[src/rtl/cmip_pluse_sched.sv]
// Delayed-pulse scheduler: trigger edges queue deadlines in a FIFO and each due deadline fires a hold-length pulse.
// Optional pulse statistics counter is enabled by defining CMIP_PLUSE_SCHED_STAT_EN.
module cmip_pluse_sched #(
    parameter int DEPTH  = 4,
    parameter int DLY_W  = 16,
    parameter int HOLD_W = 8
) (
    input  logic                       i_clk,
    input  logic                       i_rst,
    input  logic                       i_en,
    input  logic                       i_sig,
    input  logic                       i_cfg_vld,
    input  logic [DLY_W-1:0]           i_cfg_dly,
    input  logic [HOLD_W-1:0]          i_cfg_hold,
    input  logic                       i_ovf_clr,
    output logic                       o_pluse,
    output logic                       o_busy,
    output logic [$clog2(DEPTH):0]     o_pend,
    output logic                       o_ovf,
    output logic                       o_cfg_err,
    output logic [15:0]                o_pulse_cnt
);
    localparam int PTR_W = $clog2(DEPTH);
    localparam int CNT_W = PTR_W + 1;

    typedef enum logic {ST_IDLE, ST_RUN} state_t;

    state_t              state_q;
    logic                sig_d1_q;
    logic [DLY_W-1:0]    timer_q;
    logic [DLY_W-1:0]    dly_q;
    logic [HOLD_W-1:0]   hold_q;
    logic [HOLD_W-1:0]   hold_cnt_q;
    logic [DLY_W-1:0]    fifo_mem_q [DEPTH];
    logic [PTR_W-1:0]    wr_ptr_q;
    logic [PTR_W-1:0]    rd_ptr_q;
    logic [CNT_W-1:0]    count_q;
    logic                pulse_q;
    logic                ovf_q;
    logic                cfg_err_q;

    logic                run_active;
    logic                edge_det;
    logic                fifo_full;
    logic                head_match;
    logic                do_push;
    logic                ovf_set;
    logic [DLY_W-1:0]    deadline_d;
    logic [HOLD_W-1:0]   hold_reload_d;

    assign run_active    = (state_q == ST_RUN) && i_en;
    assign edge_det      = i_sig & ~sig_d1_q;
    assign fifo_full     = (count_q == CNT_W'(DEPTH));
    assign head_match    = run_active && (count_q != '0) && (fifo_mem_q[rd_ptr_q] == timer_q);
    // A pop in the same cycle frees a slot, so a full queue still accepts the edge.
    assign do_push       = run_active && edge_det && (!fifo_full || head_match);
    assign ovf_set       = run_active && edge_det && fifo_full && !head_match;
    assign deadline_d    = timer_q + dly_q + DLY_W'(1);
    assign hold_reload_d = (hold_q == '0) ? '0 : hold_q - HOLD_W'(1);

    assign o_pluse   = pulse_q;
    assign o_busy    = (count_q != '0) || pulse_q;
    assign o_pend    = count_q;
    assign o_ovf     = ovf_q;
    assign o_cfg_err = cfg_err_q;

    // Storage needs no reset; the pointers and count define which slots are live.
    always_ff @(posedge i_clk) begin
        if (do_push) begin
            fifo_mem_q[wr_ptr_q] <= deadline_d;
        end
    end

    always_ff @(posedge i_clk) begin
        if (i_rst) begin
            state_q    <= ST_IDLE;
            sig_d1_q   <= 1'b0;
            timer_q    <= '0;
            dly_q      <= '0;
            hold_q     <= HOLD_W'(1);
            hold_cnt_q <= '0;
            wr_ptr_q   <= '0;
            rd_ptr_q   <= '0;
            count_q    <= '0;
            pulse_q    <= 1'b0;
            ovf_q      <= 1'b0;
            cfg_err_q  <= 1'b0;
        end else begin
            sig_d1_q  <= i_sig;
            timer_q   <= timer_q + DLY_W'(1);
            cfg_err_q <= i_cfg_vld && o_busy;
            if (i_cfg_vld && !o_busy) begin
                dly_q  <= i_cfg_dly;
                hold_q <= i_cfg_hold;
            end
            if (ovf_set) begin
                ovf_q <= 1'b1;
            end else if (i_ovf_clr) begin
                ovf_q <= 1'b0;
            end

            case (state_q)
                ST_IDLE: begin
                    if (i_en) begin
                        state_q <= ST_RUN;
                    end
                end
                ST_RUN: begin
                    if (!i_en) begin
                        state_q    <= ST_IDLE;
                        wr_ptr_q   <= '0;
                        rd_ptr_q   <= '0;
                        count_q    <= '0;
                        pulse_q    <= 1'b0;
                        hold_cnt_q <= '0;
                    end else begin
                        if (do_push) begin
                            wr_ptr_q <= wr_ptr_q + PTR_W'(1);
                        end
                        if (head_match) begin
                            rd_ptr_q <= rd_ptr_q + PTR_W'(1);
                        end
                        if (do_push && !head_match) begin
                            count_q <= count_q + CNT_W'(1);
                        end else if (!do_push && head_match) begin
                            count_q <= count_q - CNT_W'(1);
                        end
                        // A match during an active pulse reloads the counter, merging pulses without a gap.
                        if (head_match) begin
                            pulse_q    <= 1'b1;
                            hold_cnt_q <= hold_reload_d;
                        end else if (pulse_q) begin
                            if (hold_cnt_q == '0) begin
                                pulse_q <= 1'b0;
                            end else begin
                                hold_cnt_q <= hold_cnt_q - HOLD_W'(1);
                            end
                        end
                    end
                end
                default: state_q <= ST_IDLE;
            endcase
        end
    end

`ifdef CMIP_PLUSE_SCHED_STAT_EN
    logic [15:0] pulse_cnt_q;

    // A match while the output is low is exactly the cycle before a rising edge.
    always_ff @(posedge i_clk) begin
        if (i_rst) begin
            pulse_cnt_q <= '0;
        end else if (i_ovf_clr) begin
            pulse_cnt_q <= '0;
        end else if (head_match && !pulse_q && (pulse_cnt_q != 16'hFFFF)) begin
            pulse_cnt_q <= pulse_cnt_q + 16'd1;
        end
    end

    assign o_pulse_cnt = pulse_cnt_q;
`else
    assign o_pulse_cnt = 16'h0000;
`endif

endmodule

[config.mk]
export PLATFORM = sky130hd
export DESIGN_NAME = cmip_pluse_sched
export DESIGN_NICKNAME = d
export VERILOG_FILES = /design/src/rtl/cmip_pluse_sched.sv
export SDC_FILE = /design/constraint.sdc
export NUM_CORES = 1
export LEC_CHECK = 0
export ABC_AREA = 1
export CAP_MARGIN = 10
export CORE_MARGIN = 3
export CORE_UTILIZATION = 51
export DETAILED_ROUTE_END_ITERATION = 10
export DONT_BUFFER_PORTS = 1
export GPL_ROUTABILITY_DRIVEN = 0
export PLACE_DENSITY = 0.68
export SKIP_CTS_REPAIR_TIMING = 1
export SLEW_MARGIN = 20
export SYNTH_ARGS = -nofsm -noshare
export SYNTH_HDL_FRONTEND = slang
export SYNTH_SLANG_ARGS = --single-unit
[constraint.sdc]
create_clock -name i_clk -period 3.5 [get_ports i_clk]
set_clock_uncertainty 0.05 [all_clocks]
set_input_delay 0.35 -clock i_clk [delete_from_list [all_inputs] [get_ports i_clk]]
set_output_delay 0.35 -clock i_clk [all_outputs]
set_load 0.02 [all_outputs]
# After elaboration in Yosys (flattened, before gate mapping)
# Memory sizes are Yosys's and may differ from the RTL's. A register that Yosys moved wholly into a read port is not among the register bits.
# Index checks and enable logic that the tools add are counted.
dict set report word_totals {
  output_inout_bits 23
  input_bits 30
  mem_bits_rw 64
  reg_bits 60
  memories 1
  wordCells 79
}
# memory words width rd rd_ports_with_merged_regs write_ports line
set mem_list {}
lappend mem_list {fifo_mem_q 4 16 1 1 1 34} ;# logic [DLY_W-1:0] fifo_mem_q [DEPTH];
dict set report classes {
  muxes 23
  add_sub_neg 9
  bitwise 2
  n_eq_ne 7
  n_reduce_logical 25
}
# op n
set ops {}
lappend ops {{2-to-1 mux 8 bit} 5}
lappend ops {{adder 16 x 1 -> 16 bit, second input constant} 2}
lappend ops {{adder 16 bit} 1}
lappend ops {{== test 16 bit} 1}
lappend ops {{zero test 8 bit} 2}
lappend ops {{subtractor 8 x 1 -> 8 bit, second input constant} 2}
lappend ops {{2-to-1 mux 2 bit} 6}
lappend ops {{logical AND 1 bit} 11}
lappend ops {{2-to-1 mux 1 bit} 9}
lappend ops {{2-to-1 mux 3 bit} 3}
lappend ops {{!= test 3 x 1 -> 1 bit, second input constant} 2}
lappend ops {{AND reduction 2 bit} 3}
lappend ops {{adder 2 x 1 -> 2 bit, second input constant} 2}
lappend ops {{zero test 1 bit} 4}
lappend ops {{!= test 2 x 1 -> 1 bit, second input constant} 2}
lappend ops {{adder 3 x 1 -> 3 bit, second input constant} 1}
lappend ops {{== test 3 bit, second input constant} 1}
lappend ops {{!= test 3 bit, second input constant} 1}
lappend ops {{AND reduction 3 bit} 1}
lappend ops {{nonzero test 3 bit} 1}
lappend ops {{subtractor 3 x 1 -> 3 bit, second input constant} 1}
lappend ops {{logical OR 1 bit} 2}
lappend ops {{nonzero test 2 bit} 1}
lappend ops {{AND 1 bit} 1}
lappend ops {{NOT 1 bit} 1}

# Depth between registers and ports, before layout
# Gate-level depths: netlist (run 1).
dict set report depth {
  depth_word 10
  mapped_depth 22
  ltp_nobuf 19
}

# Worst setup path before layout (run 1)
# Ideal clock, no wire load.
dict set report synth_timing {
  path_type {flip-flop to flip-flop}
  start {reg with a tool-made name}
  end {mem fifo_mem_q[0][0] (enable)}
  arrival_time_ns 2.190
  synth_period_minus_slack_ns 2.629
  required_ns 3.061
  stages_incl_launch_ff 13
  path_slack_ns 0.871
  path_cell_list {dfxtp_1 > buf_6 > buf_2 > nand3_1 > nand2_1 > xor2_1 > nand2_1 > nor2_1 > nand3_2 > buf_6 > nand2_1 > nand2_2 > nor2_1}
}
# item line
set synth_lines {}
lappend synth_lines {{to (decl)} 34}

# Worst setup path after layout (run 1)
dict set report layout_timing {
  start {reg timer_q[4]}
  end {mem fifo_mem_q[3][13] (data pin)}
}
dict set report layout_via {
  elab_chain_cells 2
}
# item line
set layout_lines {}
lappend layout_lines {{from (decl)} 30} ;# logic [DLY_W-1:0] timer_q;
lappend layout_lines {{from (signal assigned)} 90} ;# timer_q <= timer_q + DLY_W'(1);
lappend layout_lines {{adder 16 bit} 58} ;# assign deadline_d = timer_q + dly_q + DLY_W'(1);
lappend layout_lines {{adder 16 x 1 -> 16 bit} 58}
lappend layout_lines {{net deadline_d[13]} 48} ;# logic [DLY_W-1:0] deadline_d;
# The timed path passes the listed nets, and every way through them passes these cells.

==> impl_metrics.tcl, run 1 <==
set metrics [dict create \
    ioPinCount 53 \
    grt_first_pass_wirelength_um 23320 \
    drt_first_pass_iters 5 \
    synth-compound-area-share_pct 9.579 \
    rsz0062_at_grt "no" \
    clk_pin_slew_ps 60 \
    setup_viol 0 \
    dpl_cell_area_um2 6430 \
    crit_arrival_ps 3060 \
    slew_headroom_pct 45.68 \
    fp.dieW_um 117.7 \
    path_class "flip-flop to flip-flop" \
    tns_ps 0 \
    yosys.area.top_type "edfxtp_1" \
    areaGrowthSynthToFinish_pct 11.49 \
    antenna_found_initial 0 \
    wl_per_cell_um 15.09 \
    end_kind "flip-flop" \
    dr_total_vias 4902 \
    cts_tree "yes" \
    netlist.area_leader.share_pct 30.21 \
    grt_max_degree 35 \
    cts.path.max_buffers 2 \
    synth_top_family_by_area "simple AND/OR/NAND/NOR gates" \
    io_buffer_count 0 \
    finalNetCount 810 \
    synth_xor_area_share_pct 3.855 \
    die_area_um2 13850 \
    synth-seq-cells 126 \
    grt.overflow.total 0 \
    drive_gt1_share_pct 6.910 \
    fin_cells 935 \
    leakage_nw 3.025 \
    via_per_inst 5.243 \
    seq_area_frac_synth_pct 49.72 \
    start_util_pct 52.52 \
    ir_drop_v 0.0003546 \
    whs_ps 11.30 \
    min-delay-path-class "input pin to flip-flop" \
    drtIter0Drc 334 \
    hold_viol_final 0 \
    ys_types 38 \
    numCtsBuffers 17 \
    yosys_warnings 0 \
    dieHeight_um 117.7 \
    fmax_mhz 342.6 \
    final_cell_mix "nand2_1 (196), inv_1 (65), a21oi_1 (64), edfxtp_1 (64), dfxtp_1 (62)" \
    placeableCoreArea_um2 12110 \
    power_density_nw_per_um2 546.1 \
    yosys-top-cells-area "edfxtp_1 (30%), dfxtp_1 (20%), nand2_1 (12%)" \
    clkSinkCount 126 \
    fin_crit_ps 2919 \
    track_usage_pct 20.85 \
    ant_nets 0 \
    syn_area_per_cell_um2 8.516 \
    cap_viol_max_count 0 \
    worstMarginPinSlew_ps 813.9 \
    drc_errors 0 \
    synth_fa_ha_area_share_pct 5.350 \
    period_share_pct 83.40 \
    yosys.area_share.simple_pct 22.99 \
    postSynthCellCount 747 \
    synthMuxAreaShare_pct 0 \
    start_kind "flip-flop" \
    diodes 0 \
    synth.cell_area_um2 6361 \
    htree_num_levels 4 \
    final_area_um2 7092 \
    final_common_cell "nand2_1" \
    cts_root_buf "clkbuf_16" \
    dp_hpwl_um 10020 \
    reg2reg_depth 10 \
    wl_um 14110 \
    clk_latency_ps 410 \
    path_max_fanout 6 \
    worstHoldPathCells 2 \
    row_count 40 \
    crit_required_ps 3640 \
    status "complete, no violations" \
    grt_pass1_vias 4803 \
    slew_violations 0 \
    place_inst 902 \
]
routing by layer:
layer	global-route usage (%)	routed length (um)
met1	28.32	6501
met2	33.81	6589
met3	5.046	853
met4	5.201	162
met5	0	0
per-stage QoR:
stage | power, mW | utilization [%] | setup WS, ps
after floorplan | 1.929 | - | 871.5
after global placement | 1.973 | 53.09 | 644.5
after detailed placement | 1.985 | 53.09 | 603.3
after CTS | 3.886 | 58.39 | 592.9
after global routing | 4.015 | 58.55 | 251.8
final | 3.873 | 58.55 | 580.9
cell usage after synthesis (all sizes together):
cell    count
o211ai      1
o31ai       4
a21o        1
or2         1
fa          2
nand4       6
dfxtp      62
ha         24
inv        68
nand2     198
clkbuf     10
edfxtp     64
nor3b       2
o21ai      37
nor2       56
a21boi      2
o21a        1
a21oi      65
xor2       21
a22oi       1
xnor2       7
conb        1
buf        28
nand3b      2
a211oi      1
nand3      60
nor3       15
nor4        6
clkinv      1
sequential cells by signal, indices dropped and copies added, names as in the netlist, 2 cells and up, named ones only:
name,flops
hold_cnt_q,8
timer_q,16
wr_ptr_q,2
rd_ptr_q,2
hold_q,8
fifo_mem_q,64
dly_q,16
o_pend,3
cells by family (layout without fill, tap and decap cells):
| group | count (synthesis) | in the layout |
|---|---|---|
| adders and majority gates | 26 | 26 |
| DFF | 126 | 126 |
| buffers and inverters | 107 | 112 |
| and+or+nand+nor | 346 | 346 |
| other | 1 | 16 |
| AOI/OAI and AO/OA | 113 | 113 |
| xor gates and xnor gates | 28 | 28 |
report_power, final:
| group | leakage, nW | switching [mW] | internal [mW] |
|---|---|---|---|
| sequential | 1.09 | 0.0321 | 1.60 |
| combinational | 1.62 | 0.228 | 0.107 |
| clock | 0.316 | 0.642 | 1.27 |
| total | 3.02 | 0.902 | 2.97 |
worst max-delay path: stages, from the launching register on:
cell and delay (ps):
dfxtp_1 360, ha_1 390, nand2_1 100, nor3_1 210, a21oi_1 150, o21ai_0 410
a21boi_0 230, o21ai_0 330, nand2_1 80, nand2_1 90, xor2_1 300
final cells by class:
type                       count  area (um2)
sequential                   126        3163
tap                          168       210.2
fill                        1079        5020
clock inverter                14       212.7
inverter                      69       264.0
clock buffer                  18       429.2
multi-input combinational    529        2718
timing repair buffer          11       95.09
final timing paths:
kind	start	end	slack, ps
max	timer_q[4]$_SDFF_PP0_	fifo_mem_q[3][13]$_DFFE_PP_	580
min	i_rst	hold_q[0]$_SDFFE_PP1P_	10
max reg2reg	timer_q[4]$_SDFF_PP0_	fifo_mem_q[3][13]$_DFFE_PP_	580
min reg2reg	dly_q[8]$_SDFFE_PP0P_	dly_q[8]$_SDFFE_PP0P_	420
(Power assumes the default switching activity.)
==> inputs of run 2 (changes only) <==
clock period = 3 ns   (was 3.5 ns; I/O delays follow)
==> impl_metrics.tcl, run 2 (synthesis gave the netlist of run 1 again) <==
set metrics [dict create \
    final_area_um2 7243 \
    p_sw_mw 1.017 \
    slew_violations 0 \
    whs_ps -15.26 \
    register_area_um2 3163 \
    ioPinCount 53 \
    finalNetCount 827 \
    cts.path.max_buffers 2 \
    violations "negative hold slack" \
    cp_cell_sequence "buf_4, nand2_1, nand3_1, nand2_1, nand2_1, nand2_1, nor2_1, nand2_1, nor2_1, nand3_2, nand3_2, inv_1, fa_1, xor2_1, inv_1, nand4_1, nand2_1, nand3_1, a21oi_1" \
    drc_errors 0 \
    grt_pass1_vias 4726 \
    worstHoldPathCells 2 \
    drt_first_pass_iters 5 \
    drtIter0Drc 311 \
    postLayoutCoreUtil_pct 59.80 \
    dr_wl_met2_um 6841 \
    clk_latency_ps 420 \
    crit_arrival_ps 3030 \
    seqPwrFrac_pct 45.1 \
    fin_crit_ps 2743 \
    worstMarginPinSlew_ps 841.0 \
    reg2reg_depth 19 \
    final_common_cell "nand2_1" \
    critPathMostFrequentCell "nand2_1" \
    top_register "fifo_mem_q" \
    min-delay-path-class "input pin to flip-flop" \
    row_count 40 \
    tns_ps 0 \
    fmax_mhz 364.6 \
    diodes 0 \
    placeableCoreArea_um2 12110 \
    multi_input_area_um2 2725 \
    crit_required_ps 3290 \
    start_kind "flip-flop" \
    drive_gt1_share_pct 7.781 \
    top_regs "fifo_mem_q x64, dly_q x16, timer_q x16" \
    die_area_um2 13850 \
    top_layer "met4" \
    largest_register_ffs 64 \
    slew_headroom_pct 43.87 \
    p_int_mw 3.205 \
    hold_viol_final 2 \
    grt.overflow.total 0 \
    htree_num_levels 4 \
    dieHeight_um 117.7 \
    power_density_nw_per_um2 582.8 \
    power_mw 4.222 \
    netSwitchingFraction_pct 24.09 \
    grt_max_degree 35 \
    fp.dieW_um 117.7 \
    path_class "flip-flop to flip-flop" \
    m1WireLength_um 6375 \
    wl_um 14380 \
    leakage_nw 3.085 \
    pwr-share-comb_pct 9.6 \
    cts_tree "yes" \
    start_util_pct 52.52 \
    antenna_found_initial 0 \
    wl_per_cell_um 15.11 \
    cap_viol_max_count 0 \
    reg2reg_slack_ps 260 \
    grt_first_pass_wirelength_um 23250 \
    track_usage_pct 21.17 \
    io_buffer_count 0 \
    final_cell_mix "nand2_1 (196), inv_1 (65), a21oi_1 (64), edfxtp_1 (64), dfxtp_1 (62)" \
    dr_total_vias 5030 \
    ir_drop_v 0.0003914 \
    path_max_fanout 16 \
    r2r-end "o_pend[2]$_SDFFE_PP0P_" \
    clk_pin_slew_ps 50 \
    critPathCapture "o_pend[2]$_SDFFE_PP0P_" \
    critPathMaxStageDelay_ps 390 \
    dpl_cell_area_um2 6538 \
    cts_root_buf "clkbuf_16" \
    wl_met3_um 949 \
    cp_slowest_cell "dfxtp_1" \
    ant_nets 0 \
    status "finished with violations" \
    numCtsBuffers 17 \
    p_clk_share_pct 45.3 \
    period_share_pct 91.44 \
    via_per_inst 5.284 \
    nFillCells 1064 \
    rsz0062_at_grt "no" \
    end_kind "flip-flop" \
    clkSinkCount 126 \
    areaGrowthSynthToFinish_pct 13.87 \
    dp_hpwl_um 10190 \
    setup_viol 0 \
]
-- run 2: cell type report --
| type | instances | share of cell area, % |
|---|---|---|
| clock buffer | 23 | 7.100 |
| clock inverter | 9 | 0.7428 |
| inverter | 69 | 3.645 |
| multi-input combinational | 529 | 37.62 |
| sequential | 126 | 43.67 |
| tap | 168 | 2.902 |
| timing repair buffer | 28 | 4.319 |
-- run 2: power by group through the flow --
stage | combinational (mW) | clock [mW] | sequential (mW)
after floorplan | 0.322 | 0 | 1.93
after global placement | 0.370 | 0 | 1.94
after detailed placement | 0.380 | 0 | 1.94
after CTS | 0.382 | 1.94 | 1.90
after global routing | 0.461 | 2.03 | 1.91
final | 0.405 | 1.91 | 1.90
-- run 2: worst max-delay path, delay by kind of cell, from the launching register on --
family          cells  cell delay [ps]
fa+ha+maj           1              370
compound gates      1              140
simple gates       13             1180
flops               1              390
xor+xnor            1              170
buf+inv             3              370
-- run 2: how the worst min path moves through the flow --
stage               slack, ps                endpoint          from
global placement          320  o_pend[2]$_SDFFE_PP0P_         i_rst
global route              0.6   dly_q[6]$_SDFFE_PP0P_  i_cfg_dly[6]
CTS                      -100  dly_q[11]$_SDFFE_PP0P_         i_rst
finish                    -20   dly_q[3]$_SDFFE_PP0P_  i_cfg_dly[3]
floorplan                 370     sig_d1_q$_SDFF_PP0_         i_sig
detailed placement        330  o_pend[1]$_SDFFE_PP0P_         i_rst
-- run 2: through the flow --
| stage | worst slack, ps | std cells |
|---|---|---|
| after detailed placement | 165.9 | 908 |
| after floorplan | 371.5 | 762 |
| final | 256.9 | 952 |
| after CTS | 132.6 | 940 |
| after global placement | 206.9 | 908 |
| after global routing | 1.090 | 952 |
-- run 2: per-layer routing --
layer / vias to the layer above / GRT usage [%]
met5: - / 0
met1: 2321 / 27.85
met2: 186 / 35.03
li1: 2507 / -
met4: 0 / 7.692
met3: 16 / 3.940
